`src/rtl/cover_pkg.sv`:
```
// Shared types and helpers for cover-point collection blocks.
package cover_pkg;

  typedef logic [63:0] cover_index_t;

  localparam int EDGE_MODE_LEVEL = 0;
  localparam int EDGE_MODE_BOTH  = 1;

  // In edge mode, input bit i owns two adjacent points: rise then fall.
  localparam int EDGE_RISE_OFS = 0;
  localparam int EDGE_FALL_OFS = 1;

  function automatic int npoints(input int width, input int edge_mode);
    return (edge_mode == EDGE_MODE_BOTH) ? 2 * width : width;
  endfunction

  function automatic bit is_pow2(input int v);
    return (v > 0) && ((v & (v - 1)) == 0);
  endfunction

endpackage

```
`src/rtl/cover_index_fifo.sv`:
```
// Purpose: small register-array FIFO holding cover indices awaiting the consumer.
// Latency: a pushed entry is visible at head the cycle after the push edge.
// Backpressure: push is ignored when full unless a pop happens on the same edge.
module cover_index_fifo #(
  parameter int DEPTH  = 4,
  parameter int DATA_W = 64
) (
  input  logic              clock,
  input  logic              reset,
  input  logic              flush,
  input  logic              push,
  input  logic [DATA_W-1:0] push_data,
  output logic              full,
  input  logic              pop,
  output logic              empty,
  output logic [DATA_W-1:0] head
);

  localparam int PW = (DEPTH > 1) ? $clog2(DEPTH) : 1;

  logic [DATA_W-1:0] mem [DEPTH];
  logic [PW-1:0]     wr_ptr;
  logic [PW-1:0]     rd_ptr;
  logic [PW:0]       count;
  logic              do_push;
  logic              do_pop;

  assign empty   = (count == '0);
  assign full    = (count == (PW+1)'(DEPTH));
  assign do_pop  = pop && !empty;
  assign do_push = push && (!full || do_pop);
  // Head reads as zero when empty so the output never shows stale data.
  assign head    = empty ? '0 : mem[rd_ptr];

  always_ff @(posedge clock or negedge reset) begin
    if (!reset) begin
      wr_ptr <= '0;
      rd_ptr <= '0;
      count  <= '0;
    end else if (flush) begin
      wr_ptr <= '0;
      rd_ptr <= '0;
      count  <= '0;
    end else begin
      if (do_push) wr_ptr <= wr_ptr + 1'b1;
      if (do_pop)  rd_ptr <= rd_ptr + 1'b1;
      case ({do_push, do_pop})
        2'b10:   count <= count + 1'b1;
        2'b01:   count <= count - 1'b1;
        default: count <= count;
      endcase
    end
  end

  always_ff @(posedge clock) begin
    if (do_push && !flush) mem[wr_ptr] <= push_data;
  end

endmodule

```
`src/rtl/cover_toggle_collector.sv`:
```
// Purpose: sticky toggle/level cover collector streaming each newly hit point's global index once.
// Latency: hit sampled at edge N appears on out_valid after edge N+1 (empty FIFO, no lower pending point).
// Backpressure: points stay pending while the FIFO is full; full FIFO accepts a push alongside a pop.
module cover_toggle_collector
  import cover_pkg::*;
#(
  parameter int WIDTH       = 32,
  parameter int COVER_INDEX = 0,
  parameter int COVER_TOTAL = 8744,
  parameter int EDGE_MODE   = 0,
  parameter int FIFO_DEPTH  = 4,
  localparam int NPOINTS    = npoints(WIDTH, EDGE_MODE),
  localparam int CNT_W      = $clog2(NPOINTS + 1)
) (
  input  logic             clock,
  input  logic             reset,
  input  logic             en,
  input  logic [WIDTH-1:0] valid,
  input  logic             clear,
  output logic             out_valid,
  input  logic             out_ready,
  output cover_index_t     out_index,
  output logic [CNT_W-1:0] hit_count,
  output logic             busy
);

  localparam int IDX_W = (NPOINTS > 1) ? $clog2(NPOINTS) : 1;

  if (WIDTH < 1 || WIDTH > 256) begin : g_bad_width
    $error("cover_toggle_collector: WIDTH must be within 1..256");
  end
  if (EDGE_MODE != EDGE_MODE_LEVEL && EDGE_MODE != EDGE_MODE_BOTH) begin : g_bad_mode
    $error("cover_toggle_collector: EDGE_MODE must be 0 or 1");
  end
  if (COVER_INDEX + NPOINTS > COVER_TOTAL) begin : g_bad_range
    $error("cover_toggle_collector: COVER_INDEX+NPOINTS exceeds COVER_TOTAL");
  end
  if (!is_pow2(FIFO_DEPTH) || FIFO_DEPTH < 2) begin : g_bad_depth
    $error("cover_toggle_collector: FIFO_DEPTH must be a power of two, at least 2");
  end

  logic [WIDTH-1:0]   prev;
  logic [NPOINTS-1:0] hits;
  logic [NPOINTS-1:0] new_hits;
  logic [NPOINTS-1:0] bitmap;
  logic [NPOINTS-1:0] pending;
  logic [NPOINTS-1:0] sel_mask;
  logic [IDX_W-1:0]   sel_idx;
  logic               sel_any;
  logic [CNT_W-1:0]   new_cnt;
  logic               fifo_full;
  logic               fifo_empty;
  logic               push;
  logic               pop;
  cover_index_t       push_data;

  if (EDGE_MODE == EDGE_MODE_BOTH) begin : g_edge
    for (genvar i = 0; i < WIDTH; i++) begin : g_bit
      assign hits[2*i + EDGE_RISE_OFS] = en && !prev[i] && valid[i];
      assign hits[2*i + EDGE_FALL_OFS] = en && prev[i] && !valid[i];
    end
  end else begin : g_level
    assign hits = en ? valid : '0;
  end

  assign new_hits = hits & ~bitmap;

  // Descending scan so the lowest pending point is the last one written.
  always_comb begin
    sel_idx = '0;
    sel_any = 1'b0;
    for (int i = NPOINTS - 1; i >= 0; i--) begin
      if (pending[i]) begin
        sel_idx = IDX_W'(i);
        sel_any = 1'b1;
      end
    end
  end

  always_comb begin
    new_cnt = '0;
    for (int i = 0; i < NPOINTS; i++) begin
      new_cnt = new_cnt + CNT_W'(new_hits[i]);
    end
  end

  assign pop       = out_valid && out_ready;
  assign push      = sel_any && (!fifo_full || pop);
  assign sel_mask  = push ? (NPOINTS'(1) << sel_idx) : '0;
  assign push_data = cover_index_t'(COVER_INDEX) + cover_index_t'(sel_idx);

  always_ff @(posedge clock or negedge reset) begin
    if (!reset) begin
      prev      <= '0;
      bitmap    <= '0;
      pending   <= '0;
      hit_count <= '0;
    end else begin
      prev <= valid;
      if (clear) begin
        bitmap    <= '0;
        pending   <= '0;
        hit_count <= '0;
      end else begin
        bitmap    <= bitmap | new_hits;
        pending   <= (pending & ~sel_mask) | new_hits;
        hit_count <= hit_count + new_cnt;
      end
    end
  end

  cover_index_fifo #(
    .DEPTH  (FIFO_DEPTH),
    .DATA_W ($bits(cover_index_t))
  ) u_fifo (
    .clock     (clock),
    .reset     (reset),
    .flush     (clear),
    .push      (push),
    .push_data (push_data),
    .full      (fifo_full),
    .pop       (pop),
    .empty     (fifo_empty),
    .head      (out_index)
  );

  assign out_valid = !fifo_empty;
  assign busy      = (|pending) || !fifo_empty;

endmodule

```
`config.mk`:
```
export PLATFORM = sky130hd
export DESIGN_NAME = cover_toggle_collector
export DESIGN_NICKNAME = d
export VERILOG_FILES = /design/src/rtl/cover_pkg.sv /design/src/rtl/cover_index_fifo.sv /design/src/rtl/cover_toggle_collector.sv
export SDC_FILE = /design/constraint.sdc
export NUM_CORES = 1
export LEC_CHECK = 0
export CORE_MARGIN = 8
export CORE_UTILIZATION = 45
export DETAILED_ROUTE_END_ITERATION = 10
export GPL_ROUTABILITY_DRIVEN = 0
export PLACE_DENSITY = 0.79
export SETUP_SLACK_MARGIN = 0.15
export SYNTH_ARGS = -nofsm -noshare
export SYNTH_HDL_FRONTEND = slang
export SYNTH_SLANG_ARGS = --single-unit
```
`constraint.sdc`:
```
create_clock -name clock -period 7.3 [get_ports clock]
set_clock_uncertainty 0.15 [all_clocks]
set_input_delay 1.46 -clock clock [delete_from_list [all_inputs] [get_ports clock]]
set_output_delay 1.46 -clock clock [all_outputs]
set_load 0.02 [all_outputs]
```
# Yosys cells after proc, flatten, opt, wreduce, memory -nomap -nowiden

Memory sizes are Yosys's and may differ from the RTL's.
Cells that the tools add are included.

Bitwise logic cells: 6
Shift-type cells: 1
$add $sub $neg: 36
Equal/unequal tests: 3
Multiplexer cells: 78
Reductions and logical operators: 16

Operators by type and width:

| cell                 | count |
|---|---|
| $mux 5               | 32 |
| $add 6x1->6          | 26 |
| $mux 32              | 4 |
| $and 32x32->32       | 2 |
| $mux 64              | 1 |
| $not 32->32          | 2 |
| $or 32x32->32        | 2 |
| $mux 1               | 34 |
| $reduce_or 32->1     | 1 |
| $shl 1x5->32 const A | 1 |
| $mux 2               | 4 |
| $add 5x1->6          | 1 |
| $add 6x6->6          | 1 |
| $mux 6               | 1 |
| $pmux 3 s2           | 1 |
| $add 4x1->5          | 1 |
| $logic_and 1x1->1    | 5 |
| $add 2x1->2 const B  | 2 |
| $add 3x1->4          | 1 |
| $reduce_bool 2->1    | 2 |
| $add 2x1->3          | 1 |
| $add 3x1->3 const B  | 1 |
| $eq 3x3->1 const B   | 1 |
| $logic_not 1->1      | 3 |
| 8 further kinds      | 10 |

Register bits: 77
Output and inout port bits: 72
Input bits: 37
Bits in writable memories: 20
Memories: 1

Memories:

| name       | words | width | rd ports | clocked after memory_dff | wr ports | line                   | source |
|---|---|---|---|---|---|---|---|
| u_fifo.mem | 4     | 5     | 1        | 0                        | 1        | cover_index_fifo.sv:21 | `logic [DATA_W-1:0] mem [DEPTH];` |

# Longest topological paths before layout

Gate-level depths: netlist (run 1).

Depth after elaboration: 38
Mapped depth: 21

# Modules after synthesis

Synthesis (run 1) repeated with hierarchy kept, for this count alone.

Cells, all modules: 954
Area, all modules: 14722.9 um^2

By module, submodules not included:

| module                 | sequential area each (um^2) | area an instance (um^2) | instances | cells an instance |
|---|---|---|---|---|
| cover_index_fifo       | 7862.5                      | 10249.8                 | 1         | 474 |
| cover_toggle_collector | 1751.7                      | 4473.0                  | 1         | 480 |

# Worst setup path before layout (run 1)

No wires, ideal clock.

Path type: input -> register
From: input en
To: register hit_count[4]
Required time: 7.018 ns
Stages on the path: 19
Slack: 0.467 ns
Path buffers: 2
Arrival: 6.551 ns
Library setup time: 0.132 ns
Path through: clkbuf_1 -> buf_1 -> nand2_1 -> nor2_1 -> inv_1 -> fa_1 -> inv_1 -> fa_1 -> inv_1 -> fa_1 -> fa_1 -> fa_1 -> fa_1 -> fa_1 -> fa_1 -> o21ai_0 -> a21oi_1 -> xor2_1 -> nor2_1

Longest elaborated chain between the ends: 35

RTL lines:

| what                      | line                          | source |
|---|---|---|
| start, declared           | cover_toggle_collector.sv:17  | `input logic en,` |
| $mux 32 (*)               | cover_toggle_collector.sv:63  | `assign hits = en ? valid : '0;` |
| $and 32x32->32 (*)        | cover_toggle_collector.sv:66  | `assign new_hits = hits & ~bitmap;` |
| $add 1x1->2               | cover_toggle_collector.sv:83  | `new_cnt = new_cnt + CNT_W'(new_hits[i]);` |
| $add 2x1->3               | cover_toggle_collector.sv:83  |  |
| $add 3x1->4               | cover_toggle_collector.sv:83  |  |
| $add 4x1->5               | cover_toggle_collector.sv:83  |  |
| $add 5x1->6               | cover_toggle_collector.sv:83  |  |
| $add 6x1->6 (25 in a row) | cover_toggle_collector.sv:83  |  |
| $add 6x1->6 (*)           | cover_toggle_collector.sv:83  |  |
| $add 6x6->6 (*)           | cover_toggle_collector.sv:107 | `hit_count <= hit_count + new_cnt;` |
| $mux 6 (*)                | cover_toggle_collector.sv:100 | `if (clear) begin` |
| end signal, assigned      | cover_toggle_collector.sv:107 |  |
| end, declared             | cover_toggle_collector.sv:23  | `output logic [CNT_W-1:0] hit_count,` |

Every way passes the cells marked *; elsewhere a longest branch is shown, timed or not.
A chain may end at the register's enable or synchronous reset.

# Worst setup path in the final report (run 1)

From: input valid[24]
To: register hit_count[5]

Longest elaborated chain between the ends: 12

RTL lines:

| what                     | line                          | source |
|---|---|---|
| start, declared          | cover_toggle_collector.sv:18  | `input logic [WIDTH-1:0] valid,` |
| $mux 32                  | cover_toggle_collector.sv:63  |  |
| $and 32x32->32           | cover_toggle_collector.sv:66  |  |
| $add 6x1->6 (8 in a row) | cover_toggle_collector.sv:83  |  |
| $add 6x6->6              | cover_toggle_collector.sv:107 |  |
| $mux 6                   | cover_toggle_collector.sv:100 |  |

No other way between the ends.

==> metrics.txt, run 1 <==
CTS buffer count 9; area taken by flip-flops and latches 2530 sq um; post-synth top area cell dfrtp_1; antenna cells 0; final net count 738; Slew HR 0.340; Hold Crit Start bitmap[9]$_DFF_PN0_; CP max-delay cell fa_1; PwrDens 320 nW/um^2; core area roughly 13000 sq um; total track usage 0.165; Tcrit/Tclk final 0.913; CP max FO 3; Port-buffer cells 49; multi-input logic area between 3000 and 4000 sq um; Synth top area share 0.314; Detailed Place HPWL 11200 um; family with the most delay on the worst path adder cells; setup repair bufs after CTS 0; CP cell instances clkdlybuf4s50_1 > nand3b_1 > fa_1 > fa_1 > inv_1 > fa_1 > inv_1 > fa_1 > fa_1 > fa_1 > inv_1 > ha_1 > nor2b_1 > o21ai_0 > a21boi_0 > o21ai_0 > nand3_1 > nor3b_1; Post-CTS Hold Fix Bufs 0; outcome finished clean; vias in the first global route 4777; Placement Rows 42; Clk Latency, worst-skew pair ~340 ps; predominant post-synthesis flop cell dfrtp_1; most common cell in the netlist nor2_1; DR vias roughly 4600; Routed Antenna Nets 0; Post-synth EDFFs 20; RSZ-0062 raised after global routing false; # fillers 1195; CP peak stage delay around 570 ps; final routed DRC violation total 0; post-synthesis cell type count slightly above 70; final hold violation count 0; Vias/cell ~5.5; Critical Path Sink Type flip-flop; R2R depth 17; peak supply drop roughly 0.00030 V; share of cells above drive strength 1 0.0784; WP buf/inv 4; Synth warnings 0; 1st-iter DRT viols approximately 420; Worst Setup SP valid[24]; LEAKAGE 3.08 nW; synth-to-layout area growth 12.1%; Async SR Flop Fraction 0.794; TritonCTS clock tree done; initial antenna violation count 0; average cell area after synthesis between 9 and 10 sq um; first-pass GRT wire length roughly 24000 um; FF+latch count, synth 97; final instance area 6870 sq um; H-tree lvl count 3; post-synthesis cell count 614; max-cap violations 0; post-layout min period about 6700 ps; area post-placement roughly 6600 sq um; Slew @ Worst Pin just under 1000 ps; CP startpoint kind primary input; mapped cell area just over 6000 sq um; total negative slack 0 ps; critical path's most frequent cell fa_1; Initial DRT Pass Iterations 5; Clock Pin Slew Worst Setup and Hold Paths 70 ps; post-layout util 0.517; top post-synthesis cells by count nor2_1, dfrtp_1, buf_4, inv_1, a21oi_1; Fin Hold WS between 300 and 400 ps; Worst EP arrival approximately 6700 ps; Initial Utilization 0.461; Ports between 100 and 150; post-synthesis sequential area ratio 0.412; Die Y-Extent 133 um; largest net degree at the start of global routing 79; Crit path required time around 7300 ps; top post-synthesis cells by area dfrtp_1, edfxtp_1, fa_1; number of gates resized after cts 0; CP Class primary input to flip-flop; worst min path class flip-flop to flip-flop; die area between 15000 and 20000 sq um; # setup viols final 0; FMAX roughly 150 MHz; total gr overflow 0; Root Buffer clkbuf_16; CP Depth 18; Hold Path Stages 2; CTS sink count just under 100; Routed WL approximately 14000 um; RR Startpoint bitmap[24]$_DFF_PN0_; Slew Limit Fails 0; Pwr Total between 0.002 and 0.0025 W; Die X-Extent ~130 um; WL/cell ~17 um; buffers from clock root to sink, at most 2
==> tightest hold or removal path: cells and delay by family, from the launching register on <==
family             cells  cell delay [ps]
and+or+nand+nor        1               70
AOI/OAI and AO/OA      1               40
DFF                    1              340
==> placed cells by master, fill, tap and decap left out, types with 9 or more instances in the layout <==
master,synthesis,final
nand2_1,19,19
nor3_1,10,10
edfxtp_1,20,20
nand3b_1,23,23
ha_1,16,16
fa_1,27,27
clkdlybuf4s50_1,0,46
inv_1,49,49
o21ai_0,10,10
a31oi_1,11,11
conb_1,1,59
a21oi_1,48,48
and2_1,11,11
dfrtp_1,77,77
a21o_1,15,15
nor2_1,87,87
clkbuf_16,0,9
==> logic make-up after synthesis <==
group / Yosys count / share of synthesized area
XOR/XNOR: 9 / 0.0128
AO/OA/AOI/OAI: 125 / 0.138
AND/OR/NAND/NOR: 202 / 0.178
flip-flops: 97 / 0.412
multiplexers: 7 / 0.0216
adder cells (fa/ha/maj): 43 / 0.121
other: 1 / 0.000611
buffers and inverters: 130 / 0.116
==> worst paths after layout <==
check                           slack, ps                endpoint
min in group asynchronous            1120  hit_count[2]$_DFF_PN0_
worst min-delay path                  340     bitmap[9]$_DFF_PN0_
worst max register to register       1790  hit_count[5]$_DFF_PN0_
max in group asynchronous            5240   pending[27]$_DFF_PN0_
worst max-delay path                  630  hit_count[5]$_DFF_PN0_
worst min register to register        340     bitmap[9]$_DFF_PN0_
==> per-layer routing <==
layer,share of wire,vias to the layer above,GRT usage
met3,0.072,29,0.0409
met1,0.40,2244,0.194
met4,0.025,0,0.0631
met2,0.50,210,0.283
li1,-,2091,-
met5,0,-,0
==> flip-flops by register name, summed over array words and instances, names as in the netlist <==
| name | count |
|---|---|
| bitmap | 32 |
| hit_count | 6 |
| pending | 32 |
| u_fifo.count | 3 |
| u_fifo.mem | 20 |
| u_fifo.rd_ptr | 2 |
| u_fifo.wr_ptr | 2 |
==> area by class of cell <==
class                   instances  area share
flip-flops and latches         97       0.368
inverters                      51      0.0278
well taps                     176      0.0320
multi-input cells             445       0.453
repair buffers                 54      0.0768
clock buffers                  11      0.0368
clock inverters                 5     0.00582
==> where the power goes <==
group | internal [W] | switching, W | leakage (nW) | total, W
clock | 0.000252 | 0.000208 | 0.146 | 0.000459
sequential | 0.000628 | 0.0000597 | 1.20 | 0.000688
combinational | 0.000451 | 0.000599 | 1.73 | 0.00105
==> through the flow <==
step           setup WS [ps]  std cells
2_1_floorplan            467        672
3_3_place_gp             390        823
3_5_place_dp             272        823
4_1_cts                  636        839
5_1_grt                  285        839
6_report                 635        839
Power figures use the tool's default switching activity.
==> run 2, diff against run 1 <==
CAP_MARGIN = 20   (was default)
SETUP_SLACK_MARGIN = 0.02   (was 0.15)
==> results of run 2 <==
Same layout as run 1: the final DEF is identical, and so are final timing and power.
==> run 3, diff against run 2 <==
REMOVE_ABC_BUFFERS = 1   (was default)
==> run 3 against run 2 <==
Worst hold slack got worse by 3.4 ps. First-iteration DRC count shrank 18%. Sequential power hardly changed. Sequential share of layout area fell by 0.060 points. Non-clock buffer count up 1. Core utilization grew 0.085 points. Critical path type unchanged. Highest routed layer unchanged.
==> metrics.txt, run 3 (synthesized netlist as in run 1, its figures left out) <==
critical path's most frequent cell fa_1; final routed DRC violation total 0 (unchanged); final instance area 6890 sq um (+0.16%); Post-CTS Hold Fix Bufs 0 (unchanged); CP max FO 3 (unchanged); Tcrit/Tclk final 0.918 (+0.00491); PwrDens 319 nW/um^2 (-0.24%); Worst EP arrival 6760 ps (+50 ps); initial antenna violation count 0 (unchanged); max-cap violations 0 (unchanged); final net count 739 (+0.14%); Crit path required time 7360 ps (+20 ps); post-layout min period 6700 ps (+35.8 ps); Slew HR 0.351 (+0.0118); antenna cells 0 (unchanged); Pwr Total 0.00220 W (about the same); 1st-iter DRT viols 349 (-18%); CTS buffer count 9 (unchanged); first-pass GRT wire length 23900 um (+0.90%); CP Class primary input to flip-flop; CP startpoint kind primary input; Routed WL 14400 um (+0.69%); pre-CTS setup slack 265 ps (-7.37 ps); # setup viols final 0 (unchanged); area post-placement 6580 sq um (about the same); CP max-delay cell fa_1; die area 17600 sq um (unchanged); switching share of total power 0.388 (-0.00654); P_int 0.00134 W (+1.0%); Initial DRT Pass Iterations 5 (unchanged); biggest regs bitmap x32, pending x32, u_fifo.mem x20; peak supply drop 0.000263 V (-12%); total track usage 0.168 (+0.00356); synth-to-layout area growth 12.2%; most frequent cells in the layout nor2_1, dfrtp_1, conb_1; total negative slack 0 ps (unchanged); Die Y-Extent 133 um (unchanged); Root Buffer clkbuf_16; FMAX 149 MHz (-0.53%); worst min path class flip-flop to flip-flop; TritonCTS clock tree done; final hold violation count 0 (unchanged); share of cells above drive strength 1 0.0798 (+0.00139); vias in the first global route 4792 (+0.31%); DR vias 4512 (-1.4%); Vias/cell 5.37 (-1.5%); part of the power in combinational logic 0.467 (-0.011); core area 13300 sq um (unchanged); setup repair bufs after CTS 0 (unchanged); Die X-Extent 133 um (unchanged); commonest non-fill, non-tap cell in the layout nor2_1; Ports 109 (unchanged); Clock Pin Slew Worst Setup and Hold Paths 70 ps (about the same); NetSw 0.000852 W (-1.7%); CTS sink count 97 (unchanged); outcome finished clean; WL/cell 17.1 um (+0.57%); Slew @ Worst Pin 973 ps (-17.6 ps); Clk Latency, worst-skew pair 360 ps (+20 ps); Detailed Place HPWL 11000 um (-1.9%); clock power share 0.220 (+0.011); LEAKAGE 3.09 nW (+0.29%); Initial Utilization 0.461 (unchanged); number of gates resized after cts 0 (unchanged); Port-buffer cells 49 (unchanged); RSZ-0062 raised after global routing false; buffers from clock root to sink, at most 2 (unchanged); worst setup margin 599 ps (-35.8 ps); Slew Limit Fails 0 (unchanged); largest net degree at the start of global routing 79 (unchanged); sequential power share 0.313 (about the same); H-tree lvl count 3 (unchanged); CP cell instances clkdlybuf4s50_1 > nand2_1 > nor2_1 > inv_1 > fa_1 > inv_1 > fa_1 > inv_1 > fa_1 > fa_1 > fa_1 > fa_1 > fa_1 > fa_1 > o21ai_0 > a21oi_1 > xor2_1 > nor2_1; total gr overflow 0 (unchanged); Routed Antenna Nets 0 (unchanged); Critical Path Sink Type flip-flop; CP peak stage delay 550 ps (-20 ps); Placement Rows 42 (unchanged); post-layout util 0.518 (+0.000847)
==> run 3: changes by cell type in the layout (fill, tap and decap cells not counted) <==
cell | previous run | this run
inv_6 | 0 | 1
clkinv_4 | 4 | 2
clkbuf_16 | 9 | 10
buf_4 | 5 | 7
buf_12 | 1 | 0
==> run 3: final timing paths <==
check                                          to            startpoint  depth (start not counted)  slack [ps]
setup reg to reg           hit_count[4]$_DFF_PN0_  bitmap[24]$_DFF_PN0_                         15        1770
hold / removal               bitmap[31]$_DFF_PN0_  bitmap[31]$_DFF_PN0_                          2         340
hold reg to reg              bitmap[31]$_DFF_PN0_  bitmap[31]$_DFF_PN0_                          2         340
min in group asynchronous     bitmap[0]$_DFF_PN0_                 reset                          1        1090
max in group asynchronous    pending[2]$_DFF_PN0_                 reset                          1        5260
setup / recovery           hit_count[4]$_DFF_PN0_             valid[14]                         18         600
==> run 3: layer usage <==
layer / wire length (um) / track usage
met5: 0 / 0
met4: 433 / 0.0757
met3: 1240 / 0.0613
met2: 6830 / 0.268
met1: 5880 / 0.200
==> run 3: final cells by class <==
| cell class | instances | area (sq um) |
|---|---|---|
| Tap cell | 176 | 220 |
| Timing Repair Buffer | 55 | 523 |
| Clock inverter | 4 | 31.3 |
| Clock buffer | 12 | 278 |
| Sequential cell | 97 | 2530 |
| Fill cell | 1210 | 6410 |
| Inverter | 51 | 191 |
| Multi-Input combinational cell | 445 | 3110 |
==> run 3: power groups by stage <==
stage	Clock (W)	Combinational [W]	Sequential, W
2_1_floorplan	0	0.000712	0.000698
3_3_place_gp	0	0.000985	0.000693
3_5_place_dp	0	0.00102	0.000696
4_1_cts	0.000489	0.00103	0.000687
5_1_grt	0.000515	0.00119	0.000697
6_report	0.000482	0.00103	0.000688
==> run 3: critical path, delay by kind of cell <==
kind                     cells  cell delay [ps]
adder cells (fa/ha/maj)      8             3890
buffers and inverters        4              680
AND/OR/NAND/NOR              3              310
AO/OA/AOI/OAI                2              290
XOR/XNOR                     1              140
==> run 3: stage by stage <==
stage          hold slack [ps]  instances
2_1_floorplan              304        593
3_3_place_gp               318        824
3_5_place_dp               327        824
4_1_cts                    342        840
5_1_grt                    362        840
6_report                   336        840
